### config.mk
export PLATFORM = sky130hd
export DESIGN_NAME = mms_pwm_gen
export DESIGN_NICKNAME = d
export VERILOG_FILES = /design/src/rtl/mms_pwm_gen.sv
export SDC_FILE = /design/constraint.sdc
export NUM_CORES = 1
export LEC_CHECK = 0
export ABC_AREA = 1
export CORE_ASPECT_RATIO = 1.5
export CORE_MARGIN = 2
export CORE_UTILIZATION = 24
export DETAILED_ROUTE_END_ITERATION = 12
export SETUP_SLACK_MARGIN = 0.4
export SLEW_MARGIN = 25
export SYNTH_ARGS = -nofsm -noshare
export SYNTH_HDL_FRONTEND = slang
export SYNTH_SLANG_ARGS = --single-unit
### constraint.sdc
create_clock -name clk -period 2.7 [get_ports clk]
set_input_delay 0.405 -clock clk [delete_from_list [all_inputs] [get_ports clk]]
set_output_delay 0.405 -clock clk [all_outputs]
set_load 0.01 [all_outputs]
### src/rtl/mms_pwm_gen.sv
// Three-leg centre-aligned PWM generator for the min-max modulation path:
// sign-magnitude reference scaling, valley-buffered compare, dead time and trip latch.
module mms_pwm_gen #(
  parameter int N           = 24,
  parameter int Q           = 12,
  parameter int PERIOD_HALF = 2048,
  parameter int CNT_W       = 12,
  parameter int DEAD        = 8
) (
  input  logic             clk,
  input  logic             reset,
  input  logic             en,
  input  logic [N-1:0]     ref_a,
  input  logic [N-1:0]     ref_b,
  input  logic [N-1:0]     ref_c,
  input  logic             ref_valid,
  input  logic             trip,
  input  logic             trip_clr,
  output logic             gate_ah,
  output logic             gate_al,
  output logic             gate_bh,
  output logic             gate_bl,
  output logic             gate_ch,
  output logic             gate_cl,
  output logic             pwm_sync,
  output logic             tripped,
  output logic [CNT_W-1:0] carrier
);

  localparam int DW = (DEAD < 1) ? 1 : $clog2(DEAD + 1);
  localparam int PW = Q + 2 + CNT_W;
  localparam logic [CNT_W-1:0] PH_C   = CNT_W'(PERIOD_HALF);
  localparam logic [CNT_W-1:0] MID_C  = CNT_W'(PERIOD_HALF / 2);
  localparam logic [DW-1:0]    DEAD_C = DW'(DEAD);
  localparam logic [N-2:0]     ONE_M  = (N-1)'(2**Q);
  localparam logic [Q+1:0]     ONE_O  = (Q+2)'(2**Q);

  // Clamp magnitude to 1.0, offset into 0..2.0, then scale onto 0..PERIOD_HALF.
  function automatic logic [CNT_W-1:0] to_cmp(input logic [N-1:0] r);
    logic [Q+1:0]  mc;
    logic [Q+1:0]  off;
    logic [PW-1:0] prod;
    if (r[N-2:0] > ONE_M) mc = ONE_O;
    else                  mc = (Q+2)'(r[N-2:0]);
    off  = r[N-1] ? (ONE_O - mc) : (ONE_O + mc);
    prod = PW'(off) * PW'(PERIOD_HALF);
    return prod[Q+1 +: CNT_W];
  endfunction

  logic [CNT_W-1:0] cnt;
  logic             up;
  logic             sync;
  logic             tripped_q;
  logic             blocked;
  logic [CNT_W-1:0] conv   [3];
  logic [CNT_W-1:0] shadow [3];
  logic [CNT_W-1:0] active [3];
  logic [DW-1:0]    dcnt   [3];
  logic [DW-1:0]    dnext  [3];
  logic [2:0]       raw;
  logic [2:0]       raw_q;
  logic [2:0]       drive;
  logic [2:0]       gh;
  logic [2:0]       gl;

  always_comb begin
    conv[0] = to_cmp(ref_a);
    conv[1] = to_cmp(ref_b);
    conv[2] = to_cmp(ref_c);
    blocked = trip | tripped_q | ~en;
    raw     = '0;
    drive   = '0;
    for (int unsigned i = 0; i < 3; i++) begin
      raw[i]   = (cnt < active[i]) || (active[i] == PH_C);
      if (raw[i] != raw_q[i])  dnext[i] = DEAD_C;
      else if (dcnt[i] != '0)  dnext[i] = dcnt[i] - DW'(1);
      else                     dnext[i] = '0;
      drive[i] = (dnext[i] == '0);
    end
  end

  // pwm_sync is registered alongside the count so it coincides with carrier = 0.
  always_ff @(posedge clk) begin
    if (reset || !en) begin
      cnt  <= '0;
      up   <= 1'b1;
      sync <= 1'b0;
    end else if (up) begin
      sync <= 1'b0;
      if (cnt == PH_C) begin
        cnt <= PH_C - CNT_W'(1);
        up  <= 1'b0;
      end else begin
        cnt <= cnt + CNT_W'(1);
      end
    end else begin
      cnt  <= cnt - CNT_W'(1);
      up   <= (cnt == CNT_W'(1));
      sync <= (cnt == CNT_W'(1));
    end
  end

  always_ff @(posedge clk) begin
    if (reset)         tripped_q <= 1'b0;
    else if (trip)     tripped_q <= 1'b1;
    else if (trip_clr) tripped_q <= 1'b0;
  end

  always_ff @(posedge clk) begin
    if (reset) begin
      for (int unsigned i = 0; i < 3; i++) begin
        shadow[i] <= MID_C;
        active[i] <= MID_C;
      end
    end else begin
      for (int unsigned i = 0; i < 3; i++) begin
        if (ref_valid)   shadow[i] <= conv[i];
        if (cnt == '0)   active[i] <= shadow[i];
      end
    end
  end

  // raw_q tracks raw even while blocked so re-enabling starts a clean DEAD countdown;
  // its reset value equals raw for the mid-scale compare at carrier 0.
  always_ff @(posedge clk) begin
    if (reset) begin
      raw_q <= '1;
      gh    <= '0;
      gl    <= '0;
      for (int unsigned i = 0; i < 3; i++) dcnt[i] <= DEAD_C;
    end else begin
      raw_q <= raw;
      gh    <= blocked ? 3'b000 : (drive & raw);
      gl    <= blocked ? 3'b000 : (drive & ~raw);
      for (int unsigned i = 0; i < 3; i++) dcnt[i] <= blocked ? DEAD_C : dnext[i];
    end
  end

  assign gate_ah  = gh[0];
  assign gate_al  = gl[0];
  assign gate_bh  = gh[1];
  assign gate_bl  = gl[1];
  assign gate_ch  = gh[2];
  assign gate_cl  = gl[2];
  assign pwm_sync = sync;
  assign tripped  = tripped_q;
  assign carrier  = cnt;

endmodule

==> flow_summary.ini, run 1 <==
[detailed_routing]
drtAntennaViolNets = 0
drc_errors = 0
viasPerCell = 4.40
drt_iter0_markers = 344
drt-pass1-iter-count = 5
drt-total-wl_mm = 15.4
num_vias = 5742
routedWlPerCell_um = 11.8

[yosys]
synth_seq_cells = 108
synth_top_cell_area_share_pct = 32.7
syn_nets = 969
synth_commonest_cells = inv_1, nor2_1, nand2_1, edfxtp_1, a21oi_1
avgSynthCellArea_um2 = 7.78
synth_area_leaders = edfxtp_1, dfxtp_1, inv_1
synthArstFlopShare_pct = 0
synth_top_area_cell = edfxtp_1
synth.most_common_cell = inv_1
yosysWarnings = 0
ys_seq_area_share_pct = 43.5
synth-edff-count = 72
syn_inst = 851
synth_cell_type_count = 45
synth_ff_type = edfxtp_1
synth_area_um2 = 6620

[sta]
slew-limit-headroom_pct = 65.5
min_period_ps = 2090
tightest_slew_ps = 516
hold_viol_final = 0
period_share_pct = 77.4
setup_viol = 0
tns_ps = 0
rsz0062_at_grt = false
finClkSkew_ps = 9.19
clock.fmax_mhz = 479
slew_viol_final = 0

[cells_and_area]
layout-drive-gt1-share_pct = 4.89
nNetsFinal = 1075
antenna_cells = 0
final_cells = 1304
syn_to_final_growth_pct = 25.9

[clock_network]
cts_root_buf = clkbuf_16
cts_buffers = 9
post_cts_buffers = 0
cts_buffer_depth = 2
clock-sinks = 108
h-tree-depth = 3
clock_latency_ps = 340
cts_tree = done
clk_pin_slew_ps = 70

[flow_run]
max_cap_violations = 0

[status]
run_status = complete, no violations

[floorplan]
die_w_um = 140
rows = 74
chipHeight_um = 207
core-area_um2 = 27200
ios = 98
dieArea_um2 = 29000
start_util_pct = 24.3

[global_route]
track_usage_pct = 10.9
antenna_found_initial = 0
grt_pass1_wl_mm = 26.1
grt_overflow = 0
grt_max_degree = 37
grt_pass1_vias = 5702

[worst_setup_path]
critical_path_required_ps = 2800
path_cells = clkdlybuf4s50_1 -> nor2_1 -> nand2_1 -> nor2_1 -> nand2_1 -> nand2_2 -> nand2_4 -> inv_6 -> nand2_4 -> or2_1 -> a21oi_1 -> nor2_1
rrSetupSlack_ps = 630
r2r-end = dcnt[0][5]
worstSetupPathType = input pin to flop
critPathCaptureType = flop
crit_top_cell = nor2_1
r2r_cells = 12
cp-start-kind = input pin
max_stage_delay_ps = 450
crit_slowest_cell = clkdlybuf4s50_1
cp_max_fo = 9
crit_arrival_ps = 2190
crit-reg2reg-launch = carrier[5]

[worst_hold_path]
hp-class = flop to flop
hold_depth = 1
min_delay_worst_endpoint = gl[2]
min_from = raw_q[2]

[power]
max-vdd-ir-drop_uv = 272
p_total_uw = 3550
power_density_nw_per_um2 = 426
leakagePower_uw = 0.00366

[place]
hpwlAfterDp_mm = 12.4
place.gp.congestion = 0.904
placedCellCount = 1288
io_buffers = 97
how the worst max path moves through the flow:
stage	slack (ps)	cells after the start	endpoint	from
after floorplan	550	8	active[0][0]	carrier[7]
after global placement	250	12	shadow[0][9]	ref_a[8]
after detailed placement	230	12	shadow[0][32]	ref_c[7]
after CTS	560	7	active[0][22]	carrier[9]
after global routing	400	12	dcnt[0][5]	carrier[5]
final	610	12	shadow[0][9]	ref_a[5]
area by class of cell:
class | instances | area, µm²
Clock buffer | 10 | 229
Clock inverter | 6 | 38.8
Fill cell | 2907 | 18900
Inverter | 171 | 647
Multi-Input combinational cell | 561 | 3040
Sequential cell | 108 | 2880
Tap cell | 342 | 428
Timing Repair Buffer | 106 | 1060
cell families after synthesis:
group | share of synthesized area [%]
AND/OR/NAND/NOR | 26.0
flip-flops | 43.5
adder cells (fa/ha/maj) | 7.56
XOR/XNOR | 1.46
buffers and inverters | 10.6
AO/OA/AOI/OAI | 10.8
per-layer routing:
layer | track usage (%) | part of all wire, % | up-vias
met2 | 20.7 | 53 | 130
met1 | 11.9 | 41 | 2589
met4 | 4.21 | 2.4 | 0
met3 | 1.68 | 4.0 | 24
met5 | 0 | 0 | -
li1 | - | - | 2999
layout by cell type, fill, tap and decap left out, types with 9 or more instances in the layout:
cell / synthesis / routed
a21oi_1: 42 / 42
clkbuf_16: 0 / 9
clkdlybuf4s50_1: 0 / 97
dfxtp_1: 36 / 35
edfxtp_1: 72 / 72
ha_1: 40 / 40
inv_1: 166 / 166
nand2_1: 138 / 138
nand3_1: 38 / 38
nand4_1: 21 / 21
nor2_1: 146 / 144
nor3_1: 19 / 19
o211ai_1: 13 / 13
o21ai_0: 34 / 33
xor2_1: 10 / 10
worst max-delay path, delay by kind of cell:
family | cells | cell delay (ps)
AO/OA/AOI/OAI | 1 | 150
AND/OR/NAND/NOR | 9 | 1060
buffers and inverters | 2 | 570
per-stage QoR:
stage	hold WS (ps)	worst slack [ps]	cell area, µm²	utilization [%]
finish	467	610	8330	30.6
global route	484	401	8330	30.6
detailed placement	456	234	8060	29.6
floorplan	423	547	6620	-
global placement	455	247	8060	29.6
CTS	470	562	8330	30.6
state kept, by name, summed over array words and instances (netlist names):
name and flops:
raw_q 3, gh 3, shadow 36, up 1, active 36, dcnt 12, tripped 1, gl 3
pwm_sync 1, carrier 12
timing repair:
action                     CTS  global route
setup endpoints to repair    0            16
resized for setup            0             5
hold buffers                 0             0
power by group:
| group | switching, µW | internal [µW] |
|---|---|---|
| combinational | 245 | 212 |
| clock | 572 | 626 |
| sequential | 37.6 | 1850 |
Power figures use the tool's default switching activity.
==> inputs of run 2 (changes only) <==
==> constraint.sdc (replaced) <==
create_clock -name clk -period 1.9 [get_ports clk]
set_input_delay 0.285 -clock clk [delete_from_list [all_inputs] [get_ports clk]]
set_output_delay 0.285 -clock clk [all_outputs]
set_load 0.01 [all_outputs]
==> run 2 against run 1 <==
Sequential power rose by 42%. Die area unchanged. Worst setup slack got worse by 530 ps.
==> flow_summary.ini, run 2 (same netlist as run 1, synthesis figures left out) <==
[global_route]
antenna_found_initial = 0
grt_max_degree = 25
grt_pass1_wl_mm = 30.0
grt_pass1_vias = 6734
grt_overflow = 0
track_usage_pct = 12.7

[detailed_routing]
routedWlPerCell_um = 13.2
drtAntennaViolNets = 0
viasPerCell = 4.51
drt-total-wl_mm = 19.7
num_vias = 6721
drt_iter0_markers = 281
drt-pass1-iter-count = 4
drc_errors = 0

[sta]
tightest_slew_ps = 546
finClkSkew_ps = 9.20
slew_viol_final = 0
tns_ps = 0
period_share_pct = 95.6
setup_viol = 0
hold_viol_final = 0
slew-limit-headroom_pct = 63.6
min_period_ps = 1820
clock.fmax_mhz = 551
rsz0062_at_grt = true

[worst_setup_path]
path_depth = 12
critical_path_required_ps = 2110
worstSetupPathType = flop to flop
crit_slowest_cell = dfxtp_4
path_cells = buf_6 -> nor2_4 -> nand2_2 -> inv_2 -> nand3_2 -> inv_2 -> nand2_4 -> nor2_4 -> clkinv_4 -> buf_12 -> buf_16 -> nor2_1
cp-start-kind = flop
cp_max_fo = 5
critPathCaptureType = flop
cp_num_buf_inv = 6
r2r_cells = 12
max_stage_delay_ps = 390
cp_top_family = buffers and inverters
crit_arrival_ps = 2030

[power]
power_switching_uw = 1500
pwr-share-seq_pct = 47.0
p_sw_share_pct = 26.3
clkPwrFrac_pct = 33.8
leakagePower_uw = 0.00510
p_total_uw = 5700
power_frac_comb_pct = 19.1
max-vdd-ir-drop_uv = 390
intPower_uw = 4200
power_density_nw_per_um2 = 507

[cells_and_area]
nNetsFinal = 1261
final_common_cell = buf_4
layout-drive-gt1-share_pct = 46.9
antenna_cells = 0
mostFrequentLayoutCells = buf_4, inv_1, nand2_1, nor2_1, edfxtp_1
final_util_pct = 41.3
top_regs = active (36), shadow (36)
final_cells = 1490
syn_to_final_growth_pct = 69.7

[clock_network]
clk_pin_slew_ps = 80
cts_tree = done
cts_buffer_depth = 2
cts_root_buf = clkbuf_16
cts_buffers = 9
clock_latency_ps = 350
clock-sinks = 108
h-tree-depth = 3

[floorplan]
die_w_um = 140
start_util_pct = 24.3
ios = 98
rows = 74
chipHeight_um = 207
dieArea_um2 = 29000
core-area_um2 = 27200

[place]
io_buffers = 97
place.gp.congestion = 0.866
hpwlAfterDp_mm = 13.3
placedCellCount = 1382

[worst_hold_path]
hp-class = input pin to flop
hold_depth = 5

[status]
run_status = complete, no violations

[flow_run]
max_cap_violations = 0
==> run 2: power by group through the flow <==
stage	Combinational (µW)	Clock (µW)	Sequential (µW)
6_report	1090	1930	2680
3_3_place_gp	779	0	2730
5_1_grt	1190	2070	2690
2_1_floorplan	384	0	2720
4_1_cts	945	1970	2680
3_5_place_dp	793	0	2740
==> run 2: repair_timing <==
item                       in CTS  in global routing
pin swaps                      98                115
gates cloned                    6                  1
gates resized for setup       321                258
hold buffers                    0                  0
setup endpoints to repair     152                146
buffers inserted               63                 22
==> run 2: final timing paths <==
path         slack, ps             to        from
max reg2reg         80  active[0][26]  carrier[5]
min                440  shadow[0][10]   ref_a[12]
max                 80  active[0][26]  carrier[5]
min reg2reg        500          gl[0]    raw_q[0]
==> run 2: metal layers <==
| metal | share of wire, % | GRT usage (%) | wire length [µm] | vias to the layer above |
|---|---|---|---|---|
| li1 | - | - | - | 3375 |
| met1 | 36 | 12.4 | 7080 | 3119 |
| met2 | 57 | 25.1 | 11100 | 171 |
| met3 | 3.6 | 1.45 | 703 | 56 |
| met4 | 3.9 | 7.34 | 767 | 0 |
| met5 | 0 | 0 | 0 | - |
==> run 2: per-stage QoR <==
step / hold WS, ps / cell area (µm²) / worst slack, ps
final: 439 / 11200 / 83.7
after floorplan: 363 / 6910 / 207
after CTS: 458 / 10400 / 106
after detailed placement: 438 / 9030 / -333
after global placement: 440 / 9030 / -304
after global routing: 480 / 11200 / -25.7
==> run 2: worst min-delay path: cells and delay by family <==
family / cells / cell delay [ps]
buf+inv: 2 / 200
simple gates: 3 / 150
==> run 2: final cells by class <==
cell class	instances	area [µm²]
flip-flops and latches	108	2930
clock inverters	7	80.1
repair buffers	291	2600
repair inverters	1	16.3
multi-input cells	561	4280
well taps	342	428
clock buffers	9	225
inverters	171	679
fillers	2622	16000
